===== src/rtl/fp_add_align_if.sv =====
// fp_add_align_if -- operand/result bundle for the FP adder alignment stage.
//
// Upstream side : in_valid, in_ready, in_a, in_b (IEEE-754 packed operands)
// Downstream    : out_valid, out_ready, out_sign, out_sub, out_exp,
//                 out_man_l, out_man_s, out_flags
//
// Modports:
//   slave  - view taken by fp_add_align (consumes operands, produces results)
//   master - view taken by whatever feeds operands and sinks results
`timescale 1ns/1ps

interface fp_add_align_if #(
    parameter int EXP_W = 8,
    parameter int MAN_W = 23
);
    localparam int W  = EXP_W + MAN_W + 1;
    localparam int MW = MAN_W + 4;

    logic             in_valid;
    logic             in_ready;
    logic [W-1:0]     in_a;
    logic [W-1:0]     in_b;

    logic             out_valid;
    logic             out_ready;
    logic             out_sign;
    logic             out_sub;
    logic [EXP_W-1:0] out_exp;
    logic [MW-1:0]    out_man_l;
    logic [MW-1:0]    out_man_s;
    logic [2:0]       out_flags;

    modport slave (
        input  in_valid, in_a, in_b, out_ready,
        output in_ready, out_valid, out_sign, out_sub, out_exp,
               out_man_l, out_man_s, out_flags
    );

    modport master (
        output in_valid, in_a, in_b, out_ready,
        input  in_ready, out_valid, out_sign, out_sub, out_exp,
               out_man_l, out_man_s, out_flags
    );
endinterface


===== src/rtl/fp_add_align.sv =====
// fp_add_align -- operand-alignment stage of the single-precision FP adder.
//
// Unpacks two IEEE-754 operands, orders them by magnitude and right-shifts the
// smaller mantissa (with guard/round/sticky) so the downstream mantissa adder
// sees both operands on a common exponent. Two-stage valid/ready pipeline:
//   S1: unpack, order, exponent difference
//   S2: alignment shift with sticky collection
//
// Ports:
//   clk    - clock, all state updates on the rising edge
//   rst_n  - synchronous active-low reset; clears both stages and all outputs
//   bus    - fp_add_align_if.slave: operand handshake in, aligned result out
//            (out_man_l = {hidden,frac,3'b000}, out_man_s = shifted smaller
//            mantissa with sticky in bit 0, out_flags = {nan,inf,inf_sub})
//
// Build option:
//   FP_ALIGN_SPECIAL_EN - when defined, S1 decodes all-ones exponents into the
//   NaN/Inf flags carried alongside the data. When undefined, all-ones
//   exponents are ordinary values and out_flags is held at 0.
`timescale 1ns/1ps

module fp_add_align #(
    parameter int EXP_W = 8,
    parameter int MAN_W = 23
) (
    input  logic          clk,
    input  logic          rst_n,
    fp_add_align_if.slave bus
);
    localparam int W  = EXP_W + MAN_W + 1;
    localparam int MW = MAN_W + 4;
    localparam int KW = EXP_W + 1 + MAN_W;

    // ------------------------------------------------------------------
    // Handshake / stage advance
    // ------------------------------------------------------------------
    logic s1_valid;
    logic s2_valid;
    logic s2_load;
    logic s1_load;
    logic in_fire;
    logic s1_move;

    assign s2_load  = !s2_valid || bus.out_ready;
    assign s1_load  = !s1_valid || s2_load;
    assign in_fire  = bus.in_valid && s1_load;
    assign s1_move  = s1_valid && s2_load;

    assign bus.in_ready = s1_load;

    // ------------------------------------------------------------------
    // S1 combinational: unpack and order
    // ------------------------------------------------------------------
    logic             sign_a;
    logic             sign_b;
    logic [EXP_W-1:0] exp_a;
    logic [EXP_W-1:0] exp_b;
    logic [MAN_W-1:0] frac_a;
    logic [MAN_W-1:0] frac_b;
    logic             hid_a;
    logic             hid_b;
    logic [EXP_W-1:0] eexp_a;
    logic [EXP_W-1:0] eexp_b;
    logic [KW-1:0]    key_a;
    logic [KW-1:0]    key_b;
    logic             a_large;

    logic             s1_sign_d;
    logic             s1_sub_d;
    logic [EXP_W-1:0] s1_exp_d;
    logic [EXP_W-1:0] s1_diff_d;
    logic [MW-1:0]    s1_man_l_d;
    logic [MW-1:0]    s1_man_s_d;
    logic [2:0]       s1_flags_d;

    always_comb begin
        sign_a = bus.in_a[W-1];
        sign_b = bus.in_b[W-1];
        exp_a  = bus.in_a[W-2:MAN_W];
        exp_b  = bus.in_b[W-2:MAN_W];
        frac_a = bus.in_a[MAN_W-1:0];
        frac_b = bus.in_b[MAN_W-1:0];

        // Denormals (and zero) carry no hidden bit and sit at effective exponent 1.
        hid_a  = |exp_a;
        hid_b  = |exp_b;
        eexp_a = hid_a ? exp_a : EXP_W'(1);
        eexp_b = hid_b ? exp_b : EXP_W'(1);

        // Magnitude key; a tie keeps A as the large operand.
        key_a   = {eexp_a, hid_a, frac_a};
        key_b   = {eexp_b, hid_b, frac_b};
        a_large = (key_a >= key_b);

        s1_sub_d = sign_a ^ sign_b;
        if (a_large) begin
            s1_sign_d  = sign_a;
            s1_exp_d   = eexp_a;
            s1_diff_d  = eexp_a - eexp_b;
            s1_man_l_d = {hid_a, frac_a, 3'b000};
            s1_man_s_d = {hid_b, frac_b, 3'b000};
        end else begin
            s1_sign_d  = sign_b;
            s1_exp_d   = eexp_b;
            s1_diff_d  = eexp_b - eexp_a;
            s1_man_l_d = {hid_b, frac_b, 3'b000};
            s1_man_s_d = {hid_a, frac_a, 3'b000};
        end
    end

`ifdef FP_ALIGN_SPECIAL_EN
    logic max_a;
    logic max_b;
    logic nan_a;
    logic nan_b;
    logic inf_a;
    logic inf_b;
    logic any_nan;

    always_comb begin
        max_a   = &exp_a;
        max_b   = &exp_b;
        nan_a   = max_a && (|frac_a);
        nan_b   = max_b && (|frac_b);
        inf_a   = max_a && !(|frac_a);
        inf_b   = max_b && !(|frac_b);
        any_nan = nan_a || nan_b;
        s1_flags_d = {any_nan,
                      (inf_a || inf_b) && !any_nan,
                      inf_a && inf_b && (sign_a ^ sign_b)};
    end
`else
    assign s1_flags_d = 3'b000;
`endif

    // ------------------------------------------------------------------
    // S1 registers
    // ------------------------------------------------------------------
    logic             s1_sign;
    logic             s1_sub;
    logic [EXP_W-1:0] s1_exp;
    logic [EXP_W-1:0] s1_diff;
    logic [MW-1:0]    s1_man_l;
    logic [MW-1:0]    s1_man_s;
    logic [2:0]       s1_flags;

    always_ff @(posedge clk) begin
        if (!rst_n) begin
            s1_valid <= 1'b0;
            s1_sign  <= 1'b0;
            s1_sub   <= 1'b0;
            s1_exp   <= '0;
            s1_diff  <= '0;
            s1_man_l <= '0;
            s1_man_s <= '0;
            s1_flags <= '0;
        end else begin
            if (s1_load) begin
                s1_valid <= bus.in_valid;
            end
            if (in_fire) begin
                s1_sign  <= s1_sign_d;
                s1_sub   <= s1_sub_d;
                s1_exp   <= s1_exp_d;
                s1_diff  <= s1_diff_d;
                s1_man_l <= s1_man_l_d;
                s1_man_s <= s1_man_s_d;
                s1_flags <= s1_flags_d;
            end
        end
    end

    // ------------------------------------------------------------------
    // S2 combinational: alignment shift with sticky
    // ------------------------------------------------------------------
    logic [31:0]   diff_wide;
    logic          lost;
    logic [MW-1:0] man_s_sh;

    always_comb begin
        diff_wide = 32'(s1_diff);
        lost      = 1'b0;
        man_s_sh  = '0;
        // Any bit at a position below the shift amount falls off the end.
        for (int unsigned i = 0; i < 32'(MW); i++) begin
            if (i < diff_wide) begin
                lost = lost | s1_man_s[i];
            end
        end
        if (diff_wide >= 32'(MW)) begin
            man_s_sh = {{(MW-1){1'b0}}, |s1_man_s};
        end else begin
            man_s_sh    = s1_man_s >> s1_diff;
            man_s_sh[0] = man_s_sh[0] | lost;
        end
    end

    // ------------------------------------------------------------------
    // S2 registers (drive the outputs directly)
    // ------------------------------------------------------------------
    logic             s2_sign;
    logic             s2_sub;
    logic [EXP_W-1:0] s2_exp;
    logic [MW-1:0]    s2_man_l;
    logic [MW-1:0]    s2_man_s;
    logic [2:0]       s2_flags;

    always_ff @(posedge clk) begin
        if (!rst_n) begin
            s2_valid <= 1'b0;
            s2_sign  <= 1'b0;
            s2_sub   <= 1'b0;
            s2_exp   <= '0;
            s2_man_l <= '0;
            s2_man_s <= '0;
            s2_flags <= '0;
        end else begin
            if (s2_load) begin
                s2_valid <= s1_valid;
            end
            if (s1_move) begin
                s2_sign  <= s1_sign;
                s2_sub   <= s1_sub;
                s2_exp   <= s1_exp;
                s2_man_l <= s1_man_l;
                s2_man_s <= man_s_sh;
                s2_flags <= s1_flags;
            end
        end
    end

    assign bus.out_valid = s2_valid;
    assign bus.out_sign  = s2_sign;
    assign bus.out_sub   = s2_sub;
    assign bus.out_exp   = s2_exp;
    assign bus.out_man_l = s2_man_l;
    assign bus.out_man_s = s2_man_s;
    assign bus.out_flags = s2_flags;

endmodule

===== src/flat_wrapper.sv =====
// flat-port wrapper written by rule: the top's interface ports become plain ports
module fp_add_align_flat 
#(
    parameter int EXP_W = 8,
    parameter int MAN_W = 23
)
  (clk, rst_n, bus_in_valid, bus_in_a, bus_in_b, bus_out_ready, bus_in_ready, bus_out_valid, bus_out_sign, bus_out_sub, bus_out_exp, bus_out_man_l, bus_out_man_s, bus_out_flags);
  fp_add_align_if #(.EXP_W(EXP_W), .MAN_W(MAN_W)) bus_i ();
  input  logic clk;
  input  logic rst_n;
  input wire logic [$bits(bus_i.in_valid)-1:0] bus_in_valid;
  input wire logic [$bits(bus_i.in_a)-1:0] bus_in_a;
  input wire logic [$bits(bus_i.in_b)-1:0] bus_in_b;
  input wire logic [$bits(bus_i.out_ready)-1:0] bus_out_ready;
  output wire logic [$bits(bus_i.in_ready)-1:0] bus_in_ready;
  output wire logic [$bits(bus_i.out_valid)-1:0] bus_out_valid;
  output wire logic [$bits(bus_i.out_sign)-1:0] bus_out_sign;
  output wire logic [$bits(bus_i.out_sub)-1:0] bus_out_sub;
  output wire logic [$bits(bus_i.out_exp)-1:0] bus_out_exp;
  output wire logic [$bits(bus_i.out_man_l)-1:0] bus_out_man_l;
  output wire logic [$bits(bus_i.out_man_s)-1:0] bus_out_man_s;
  output wire logic [$bits(bus_i.out_flags)-1:0] bus_out_flags;
  assign bus_i.in_valid = bus_in_valid;
  assign bus_i.in_a = bus_in_a;
  assign bus_i.in_b = bus_in_b;
  assign bus_i.out_ready = bus_out_ready;
  assign bus_in_ready = bus_i.in_ready;
  assign bus_out_valid = bus_i.out_valid;
  assign bus_out_sign = bus_i.out_sign;
  assign bus_out_sub = bus_i.out_sub;
  assign bus_out_exp = bus_i.out_exp;
  assign bus_out_man_l = bus_i.out_man_l;
  assign bus_out_man_s = bus_i.out_man_s;
  assign bus_out_flags = bus_i.out_flags;
  fp_add_align #(.EXP_W(EXP_W), .MAN_W(MAN_W)) u_core (.clk(clk), .rst_n(rst_n), .bus(bus_i));
endmodule

===== config.mk =====
export PLATFORM = sky130hd
export DESIGN_NAME = fp_add_align_flat
export DESIGN_NICKNAME = d
export VERILOG_FILES = /design/src/rtl/fp_add_align_if.sv /design/src/rtl/fp_add_align.sv /design/src/flat_wrapper.sv
export SDC_FILE = /design/constraint.sdc
export NUM_CORES = 1
export LEC_CHECK = 0
export BUFFER_PORTS_ARGS = -buffer_cell sky130_fd_sc_hd__buf_2
export CAP_MARGIN = 20
export CORE_MARGIN = 2
export CORE_UTILIZATION = 35
export DETAILED_ROUTE_END_ITERATION = 12
export GPL_TIMING_DRIVEN = 0
export PLACE_DENSITY = 0.62
export REMOVE_ABC_BUFFERS = 1
export SLEW_MARGIN = 20
export SYNTH_ARGS = -nofsm -noshare
export SYNTH_HDL_FRONTEND = slang
export SYNTH_SLANG_ARGS = --single-unit

===== constraint.sdc =====
create_clock -name clk -period 5.1 [get_ports clk]
set_input_delay 0.51 -clock clk [delete_from_list [all_inputs] [get_ports clk]]
set_output_delay 0.51 -clock clk [all_outputs]
set_load 0.01 [all_outputs]

==> results of run 1 <==
[power breakdown]
group          internal, mW  switching, mW  total [mW]
logic                 0.297          0.421       0.718
registers              1.07         0.0866        1.16
clock network         0.908          0.495        1.40
total                  2.28           1.00        3.28
[stage by stage]
step | util [%] | setup TNS, ps | hold WS [ps] | power (mW)
final | 42.5 | 0 | 342 | 3.28
after global routing | 42.5 | 0 | 353 | 3.45
after CTS | 42.4 | 0 | 331 | 3.31
after detailed placement | 39.5 | 0 | 444 | 1.89
after global placement | 38.3 | -5640 | 440 | 1.86
after floorplan | - | 0 | 432 | 1.64
[layout make-up]
cell class	instances	area, um^2
inverters	55	211
well taps	285	357
flip-flops and latches	129	2590
clock inverters	12	205
fillers	2299	13100
repair buffers	141	890
clock buffers	20	467
multi-input cells	758	4920
[state kept, by name, summed over array words and instances (netlist names), 8 cells and up]
signal	count
u_core.bus.out_man_s	27
u_core.s1_exp	8
u_core.s1_man_l	24
u_core.bus.out_exp	8
u_core.s1_man_s	24
u_core.bus.out_man_l	24
u_core.s1_diff	8
[cells by family (layout without fill, tap and decap cells)]
group / after synthesis / in the layout / share of synthesized area [%]
other: 1 / 6 / 0.0462
XOR/XNOR: 4 / 4 / 0.431
AO/OA/AOI/OAI: 279 / 279 / 23.1
AND/OR/NAND/NOR: 360 / 360 / 19.1
flip-flops: 129 / 129 / 31.8
adder cells (fa/ha/maj): 41 / 41 / 6.50
buffers and inverters: 151 / 228 / 8.18
multiplexers: 68 / 68 / 10.9
[Yosys cell counts, types with 8 or more instances]
library cell    n
a21oi_1        81
clkbuf_1       64
mux2i_1        45
a311oi_1       31
nor2_1        121
nand3_1        22
nor3_1         12
a22oi_1         8
nor4_1          9
buf_4          11
o22ai_1         8
o211ai_1        9
mux4_2         15
buf_1          10
dfxtp_1       129
o21ai_0        53
a211oi_1       31
nand2_1       159
inv_1          54
ha_1           39
[critical path, cell delays in order]
cell	delay [ps]
buf_2	130
nor4_1	380
nand2_1	120
inv_1	140
nor2_1	90
ha_1	180
inv_1	80
fa_1	220
nand3b_1	130
a21oi_1	100
nor3_4	330
o21ai_4	220
buf_16	210
nor2_4	560
buf_12	270
mux2_1	360
a211o_1	280
nand3_1	60
[metal layers]
| layer | up-vias | track usage [%] | share of wire, % |
|---|---|---|---|
| li1 | 3804 | - | - |
| met3 | 37 | 3.54 | 5.3 |
| met4 | 0 | 6.38 | 1.7 |
| met2 | 249 | 29.8 | 45 |
| met1 | 3545 | 27.0 | 48 |
| met5 | - | 0 | 0 |
[worst max path at each step]
stage                             end    startpoint
CTS                 u_core.s1_diff[7]  bus_in_b[29]
global placement    u_core.s1_diff[3]  bus_in_b[29]
detailed placement  u_core.s1_diff[7]  bus_in_b[29]
finish              u_core.s1_diff[7]  bus_in_b[29]
global route        u_core.s1_diff[7]  bus_in_b[29]
floorplan           u_core.s1_diff[5]  bus_in_b[29]
==> impl_metrics.json, run 1 <==
{
  "post-place-cells": 1368,
  "antenna-diode-count": 0,
  "netlist_area_um2": 8130,
  "synth_area_leaders": "dfxtp_1, nand2_1, ha_1",
  "rr_worst_depth": 6,
  "ys_warn_count": 0,
  "path_type_of_the_worst_min_delay_path": "in2reg",
  "clk_transition_reported_paths_ps": 60,
  "postcts_setup_bufs": 0,
  "placedInstanceArea_um2": 8970,
  "globalRouteTotalUtil_pct": 19.3,
  "library_cell_with_the_largest_summed_area_after_synthesis": "dfxtp_1",
  "cts.htree.levels": 4,
  "grt_start_max_net_pins": 96,
  "synth_edf_count": 0,
  "io_buffer_count": 130,
  "first_pass_grt_wire_length_um": 37500,
  "chipHeight_um": 156,
  "fin_crit_ps": 4050,
  "synth_top_flop_cell": "dfxtp_1",
  "place_hpwl_um": 16500,
  "top_level_ports": 137,
  "syn_avg_cell_area_um2": 7.87,
  "final_cell_area_um2": 9640,
  "crit_path_start_kind": "input port",
  "cts_made_buffers": 17,
  "final_cell_mix": "nand2_1, buf_2, dfxtp_1, nor2_1, a21oi_1",
  "worstSkewPairLatency_ps": 440,
  "irDropWorstVdd_v": 0.000216,
  "synth.yosys.seq_area_share_pct": 31.8,
  "detail-route-antenna-nets": 0,
  "timing.slew.headroom_pct": 30.1,
  "pre_cts_ws_ps": 669,
  "grt_overflow_total": 0,
  "max_slew.worst_pin.slew_ps": 1040,
  "slew_violations": 0,
  "final_net_count": 1211,
  "syn_to_final_growth_pct": 18.6,
  "synth_cell_type_count": 76,
  "ff2ff_setup_slack_ps": 2200,
  "placementRows": 55,
  "post_cts_resized": 0,
  "whs_endpoint": "u_core.s1_valid",
  "tritoncts_clock_tree": "built",
  "post_drt_via_cell_ratio": 5.45,
  "finalWeightedCongestion": 0.868,
  "mostFrequentLayoutCell": "nand2_1",
  "postSynthCellCount": 1033,
  "first_pass_iters": 5,
  "worstPathRequired_ps": 5470,
  "clock-skew-final_ps": 10.1,
  "setup_repair_after_global_routing_missed_its_margin": "false",
  "final_min_period_over_clock_period_pct": 79.4,
  "synth_top_cell_area_share_pct": 31.8,
  "drive_gt1_share_pct": 19.5,
  "ys_ff_latch": 129,
  "antenna_found_initial": 0,
  "critPathArrivalTime_ps": 4420,
  "power-per-cell-area_nw_per_um2": 340,
  "min_from": "bus_in_valid",
  "critical_path_peak_fanout": 28,
  "floorplan.initialDensity_pct": 35.8,
  "hold_buffers": 0,
  "rr_startpoint": "u_core.s1_diff[2]",
  "cts_num_sinks": 129,
  "leakage_nw": 4.17,
  "horizontal_die_dimension_um": 156,
  "timing.final.hold_violations": 0,
  "endpoint_class_of_the_critical_path": "flop",
  "stdcell_count": 1400,
  "criticalPathCategory": "in2reg",
  "drv.max_cap_violation_count": 0,
  "setup_viol": 0,
  "cts-root-to-sink-buffers": 2,
  "r2r_end": "u_core.bus.out_man_s[0]",
  "detail_route.wirelength_um": 23400,
  "design.core.area_um2": 22700,
  "ys_async_sr_fraction_pct": 0,
  "worst_hold_path.num_cells": 3,
  "cts.root.buffer_cell": "clkbuf_16",
  "fmax_mhz": 247,
  "wl_per_cell_um": 16.7,
  "dr.first_iter.drc_count": 594,
  "status": "finished, final reports clean",
  "die-area_um2": 24500,
  "setup_slack_ps": 1050,
  "via_count_of_the_first_global_routing_pass": 7022,
  "routed_vias": 7635,
  "final_routed_drc_violation_total": 0
}
Note: power is estimated with default switching activity, not from simulation.
==> inputs of run 2 (changes only) <==
Clock period 5.1 ns to 3.8 ns, I/O delays scaled along.
==> run 2 against run 1 <==
Register-to-register slack got worse by 1300 ps. Combinational power up 35%. Worst hold slack lost 130 ps. Worst setup slack got worse by 790 ps. Utilization grew 0.099 points. Sequential power grew 34%. Total power grew 35%. Critical path depth shrank 1. Final cell count rose by 0.21%. Wire length increased by 0.55%. Critical endpoint unchanged.
==> impl_metrics.json, run 2 (synthesized netlist as in run 1, its figures left out) <==
{
  "fin_total_pwr_mw": 4.41,
  "final_net_count": 1214,
  "antenna-diode-count": 0,
  "drv.max_cap_violation_count": 0,
  "power-per-cell-area_nw_per_um2": 457,
  "die-area_um2": 24500,
  "syn_to_final_growth_pct": 18.9,
  "antenna_found_initial": 0,
  "worst_hold_path.num_cells": 3,
  "max_slew.worst_pin.slew_ps": 1020,
  "setup_slack_ps": 262,
  "cts_made_buffers": 17,
  "chipHeight_um": 156,
  "globalRouteTotalUtil_pct": 19.4,
  "timing.hold.ws_ps": 212,
  "worstPathRequired_ps": 4170,
  "final_cell_mix": "nand2_1, buf_2, dfxtp_1, nor2_1, a21oi_1",
  "rr_worst_depth": 6,
  "final_cell_area_um2": 9660,
  "cts-root-to-sink-buffers": 2,
  "r2r_end": "u_core.bus.out_man_s[0]",
  "timing.final.hold_violations": 0,
  "routed_vias": 7683,
  "place_hpwl_um": 16500,
  "critical_path_peak_fanout": 28,
  "mostFrequentLayoutCell": "nand2_1",
  "timing.slew.headroom_pct": 31.8,
  "crit_path_top_delay_cell": "nor4_1",
  "post_drt_via_cell_ratio": 5.48,
  "final_min_period_over_clock_period_pct": 93.1,
  "leakage_nw": 4.18,
  "sequential_cell_area_um2": 2590,
  "detail-route-antenna-nets": 0,
  "pre_cts_ws_ps": -501,
  "clk_transition_reported_paths_ps": 60,
  "crit_path_start_kind": "input port",
  "first_pass_grt_wire_length_um": 37700,
  "tritoncts_clock_tree": "built",
  "fin_crit_ps": 3540,
  "postLayoutCoreUtil_pct": 42.6,
  "slew_violations": 0,
  "min_from": "bus_in_valid",
  "critPathArrivalTime_ps": 3910,
  "horizontal_die_dimension_um": 156,
  "fmax_mhz": 283,
  "post_cts_resized": 0,
  "multi_input_area_um2": 4920,
  "placementRows": 55,
  "detail_route.wirelength_um": 23600,
  "critical_path.max_stage_delay_ps": 470,
  "path_type_of_the_worst_min_delay_path": "in2reg",
  "status": "finished, final reports clean",
  "placedInstanceArea_um2": 8970,
  "final_routed_drc_violation_total": 0,
  "cts_num_sinks": 129,
  "dr.first_iter.drc_count": 597,
  "n_fill_cell": 2300,
  "timing.critical_path.cells": "buf_2 > nor4_1 > nand2_1 > nand2b_1 > ha_1 > inv_1 > fa_1 > nand3b_1 > a21oi_1 > nor3_4 > o21ai_4 > buf_16 > nor2_4 > buf_12 > mux2_1 > a211o_1 > nand3_1",
  "via_count_of_the_first_global_routing_pass": 7039,
  "clock-skew-final_ps": 11.6,
  "wl_per_cell_um": 16.8,
  "floorplan.initialDensity_pct": 35.8,
  "grt_start_max_net_pins": 96,
  "io_buffer_count": 130,
  "design.core.area_um2": 22700,
  "max_reg_flops": 27,
  "finalWeightedCongestion": 0.868,
  "cts.root.buffer_cell": "clkbuf_16",
  "drive_gt1_share_pct": 19.7,
  "setup_repair_after_global_routing_missed_its_margin": "false",
  "rr_startpoint": "u_core.s1_diff[2]",
  "grt_overflow_total": 0,
  "setup_viol": 0,
  "first_pass_iters": 5,
  "irDropWorstVdd_v": 0.000290,
  "criticalPathCategory": "in2reg",
  "endpoint_class_of_the_critical_path": "flop",
  "top_level_ports": 137,
  "ff2ff_setup_slack_ps": 880,
  "cts.htree.levels": 4,
  "whs_endpoint": "u_core.s1_valid",
  "worstSkewPairLatency_ps": 440
}
run 2: per-layer routing:
| layer | share of wire, % | routed length, um | global-route usage [%] |
|---|---|---|---|
| met3 | 5.9 | 1400 | 3.54 |
| met2 | 45 | 10700 | 30.4 |
| met4 | 1.6 | 386 | 6.25 |
| met1 | 47 | 11100 | 27.0 |
| met5 | 0 | 0 | 0 |
run 2: critical path: cells and delay by family:
family          cells  cell delay (ps)
simple gates        7             1310
compound gates      3              710
mux                 1              340
fa+ha+maj           2              570
buf+inv             4              570
run 2: power breakdown:
group          switching, mW  internal (mW)  total, mW
sequential             0.117           1.44       1.56
combinational          0.568          0.403      0.971
clock                  0.667           1.22       1.89
total                   1.35           3.06       4.41
run 2: what timing repair did:
item,CTS,global route
setup buffers,3,0
setup endpoints to repair,2,0
hold buffers,0,0
run 2: worst max-delay path by stage:
stage                        end  cells past startpoint          from
6_report       u_core.s1_diff[7]                     17  bus_in_a[28]
5_1_grt        u_core.s1_diff[7]                     17  bus_in_a[28]
4_1_cts        u_core.s1_diff[7]                     17  bus_in_a[28]
3_5_place_dp   u_core.s1_diff[7]                     18  bus_in_b[29]
3_3_place_gp   u_core.s1_diff[3]                     16  bus_in_b[29]
2_1_floorplan  u_core.s1_diff[5]                     15  bus_in_b[29]
run 2: layout make-up:
class	instances	area share [%]
sequential	129	26.8
clock inverter	12	2.12
multi-input combinational	758	51.0
tap	285	3.69
timing repair buffer	144	9.44
clock buffer	20	4.83
inverter	55	2.19
run 2: per-stage QoR:
stage	setup TNS [ps]	instances
floorplan	-533	942
global placement	-102540	1357
detailed placement	-7980	1368
CTS	0	1403
global route	0	1403
finish	0	1403
==> inputs of run 3 (changes only) <==
Settings changed: CORE_UTILIZATION 35 to 50, PLACE_DENSITY 0.62 to 0.8.
==> run 3 against run 2 <==
Final cell count decreased by 4.9%. Sequential cell count unchanged. Wire length down 6.2%. Critical path depth did not move. Critical endpoint unchanged. Sequential share of layout area rose by 0.55 points. Largest power group unchanged.
==> impl_metrics.json, run 3 (synthesized netlist as in run 1, its figures left out) <==
{
  "status": "finished, final reports clean",
  "top_level_ports": 137,
  "placedInstanceArea_um2": 8840,
  "syn_to_final_growth_pct": 16.5,
  "fin_crit_ps": 3560,
  "path_type_of_the_worst_min_delay_path": "in2reg",
  "design.core.area_um2": 15900,
  "criticalPathCategory": "in2reg",
  "critPathBufInv": 4,
  "chipHeight_um": 131,
  "final_cell_mix": "nand2_1, buf_2, dfxtp_1, nor2_1, a21oi_1",
  "globalRouteTotalUtil_pct": 25.2,
  "cts.htree.levels": 4,
  "detail-route-antenna-nets": 0,
  "tritoncts_clock_tree": "built",
  "cts_num_sinks": 129,
  "finalWeightedCongestion": 0.904,
  "detail_route.wirelength_um": 22100,
  "antenna_found_initial": 0,
  "timing.critical_path.cells": "buf_2 > nor4_1 > nand2_1 > inv_1 > nor2_1 > ha_1 > inv_1 > fa_1 > nand3b_1 > a21oi_1 > nor3_4 > o21ai_4 > nor2_4 > buf_12 > mux2_1 > a211o_1 > nand3_1",
  "critical_path_peak_fanout": 38,
  "setup_slack_ps": 236,
  "post_drt_via_cell_ratio": 5.86,
  "pre_cts_ws_ps": -534,
  "grt_overflow_total": 0,
  "final_min_period_over_clock_period_pct": 93.8,
  "slew_violations": 0,
  "final_net_count": 1214,
  "placementRows": 46,
  "leakage_nw": 4.12,
  "path_delay_family": "simple AND/OR/NAND/NOR gates",
  "timing.slew.headroom_pct": 24.1,
  "antenna-diode-count": 0,
  "routed_vias": 7818,
  "io_buffer_count": 130,
  "final_routed_drc_violation_total": 0,
  "dr.first_iter.drc_count": 659,
  "cts-root-to-sink-buffers": 2,
  "horizontal_die_dimension_um": 131,
  "fmax_mhz": 281,
  "drive_gt1_share_pct": 19.5,
  "timing.hold.ws_ps": 216,
  "first_pass_iters": 5,
  "max_slew.worst_pin.slew_ps": 1140,
  "max_reg_flops": 27,
  "timing.final.hold_violations": 0,
  "hold_buffers": 0,
  "via_count_of_the_first_global_routing_pass": 7300,
  "final_cell_area_um2": 9470,
  "first_pass_grt_wire_length_um": 36400,
  "critPathArrivalTime_ps": 3920,
  "n_fill_cell": 1463,
  "worstSkewPairLatency_ps": 430,
  "cts_made_buffers": 17,
  "floorplan.initialDensity_pct": 51.1,
  "mostFrequentLayoutCell": "nand2_1",
  "endpoint_class_of_the_critical_path": "flop",
  "setup_viol": 0,
  "power-per-cell-area_nw_per_um2": 439,
  "worstPathRequired_ps": 4150,
  "wl_per_cell_um": 16.6,
  "fin_total_pwr_mw": 4.15,
  "irDropWorstVdd_v": 0.000340,
  "post-place-cells": 1297,
  "crit_path_top_delay_cell": "nor4_1",
  "cp_common_cell": "inv_1",
  "drv.max_cap_violation_count": 0,
  "die-area_um2": 17300,
  "grt_start_max_net_pins": 74,
  "crit_path_start_kind": "input port",
  "clock-skew-final_ps": 16.8,
  "place_hpwl_um": 15400,
  "cts.root.buffer_cell": "clkbuf_16",
  "clk_transition_reported_paths_ps": 60,
  "setup_repair_after_global_routing_missed_its_margin": "false",
  "critical_path.max_stage_delay_ps": 370,
  "stdcell_count": 1334
}
-- run 3: worst paths after layout --
path / startpoint / endpoint / slack (ps) / depth (start not counted)
min reg2reg: u_core.bus.out_man_l[10] / u_core.bus.out_man_l[10] / 450 / 2
min: bus_in_valid / u_core.s1_valid / 220 / 3
max reg2reg: u_core.s1_diff[2] / u_core.bus.out_man_s[0] / 790 / 6
max: bus_in_b[26] / u_core.s1_diff[7] / 240 / 17
-- run 3: area by class of cell --
type                    instances  area (um^2)  share of cell area [%]
multi-input cells             759         4930                    52.1
clock inverters                12          134                    1.41
flip-flops and latches        129         2580                    27.3
inverters                      55          211                    2.23
well taps                     216          270                    2.86
clock buffers                  20          457                    4.82
repair buffers                143          877                    9.27
-- run 3: where the power goes --
group / total [mW] / leakage (nW) / internal [mW] / switching (mW)
sequential: 1.56 / 1.06 / 1.44 / 0.116
clock: 1.63 / 0.275 / 1.00 / 0.632
combinational: 0.961 / 2.79 / 0.395 / 0.567
total: 4.15 / 4.12 / 2.84 / 1.32
-- run 3: per-stage QoR --
| stage | utilization (%) | setup TNS, ps |
|---|---|---|
| finish | 59.6 | 0 |
| global route | 59.6 | 0 |
| CTS | 59.4 | 0 |
| detailed placement | 55.6 | -8210 |
| global placement | 54.2 | -81680 |
| floorplan | - | -533 |
-- run 3: tightest hold or removal path, delay by kind of cell --
kind | cells | cell delay [ps]
AO/OA/AOI/OAI | 1 | 40
buffers and inverters | 1 | 100
AND/OR/NAND/NOR | 1 | 70
-- run 3: what timing repair did --
item,in CTS,in global routing
buffers inserted,1,3
resized for setup,0,0
pin swaps,1,1
gates cloned,1,0
setup endpoints to repair,4,14
-- run 3: metal layers --
metal	GRT usage, %	vias up	wire length, um
met2	40.7	312	10300
met4	8.21	0	407
met1	33.6	3663	9950
li1	-	3806	-
met3	5.48	37	1410
met5	0	-	0
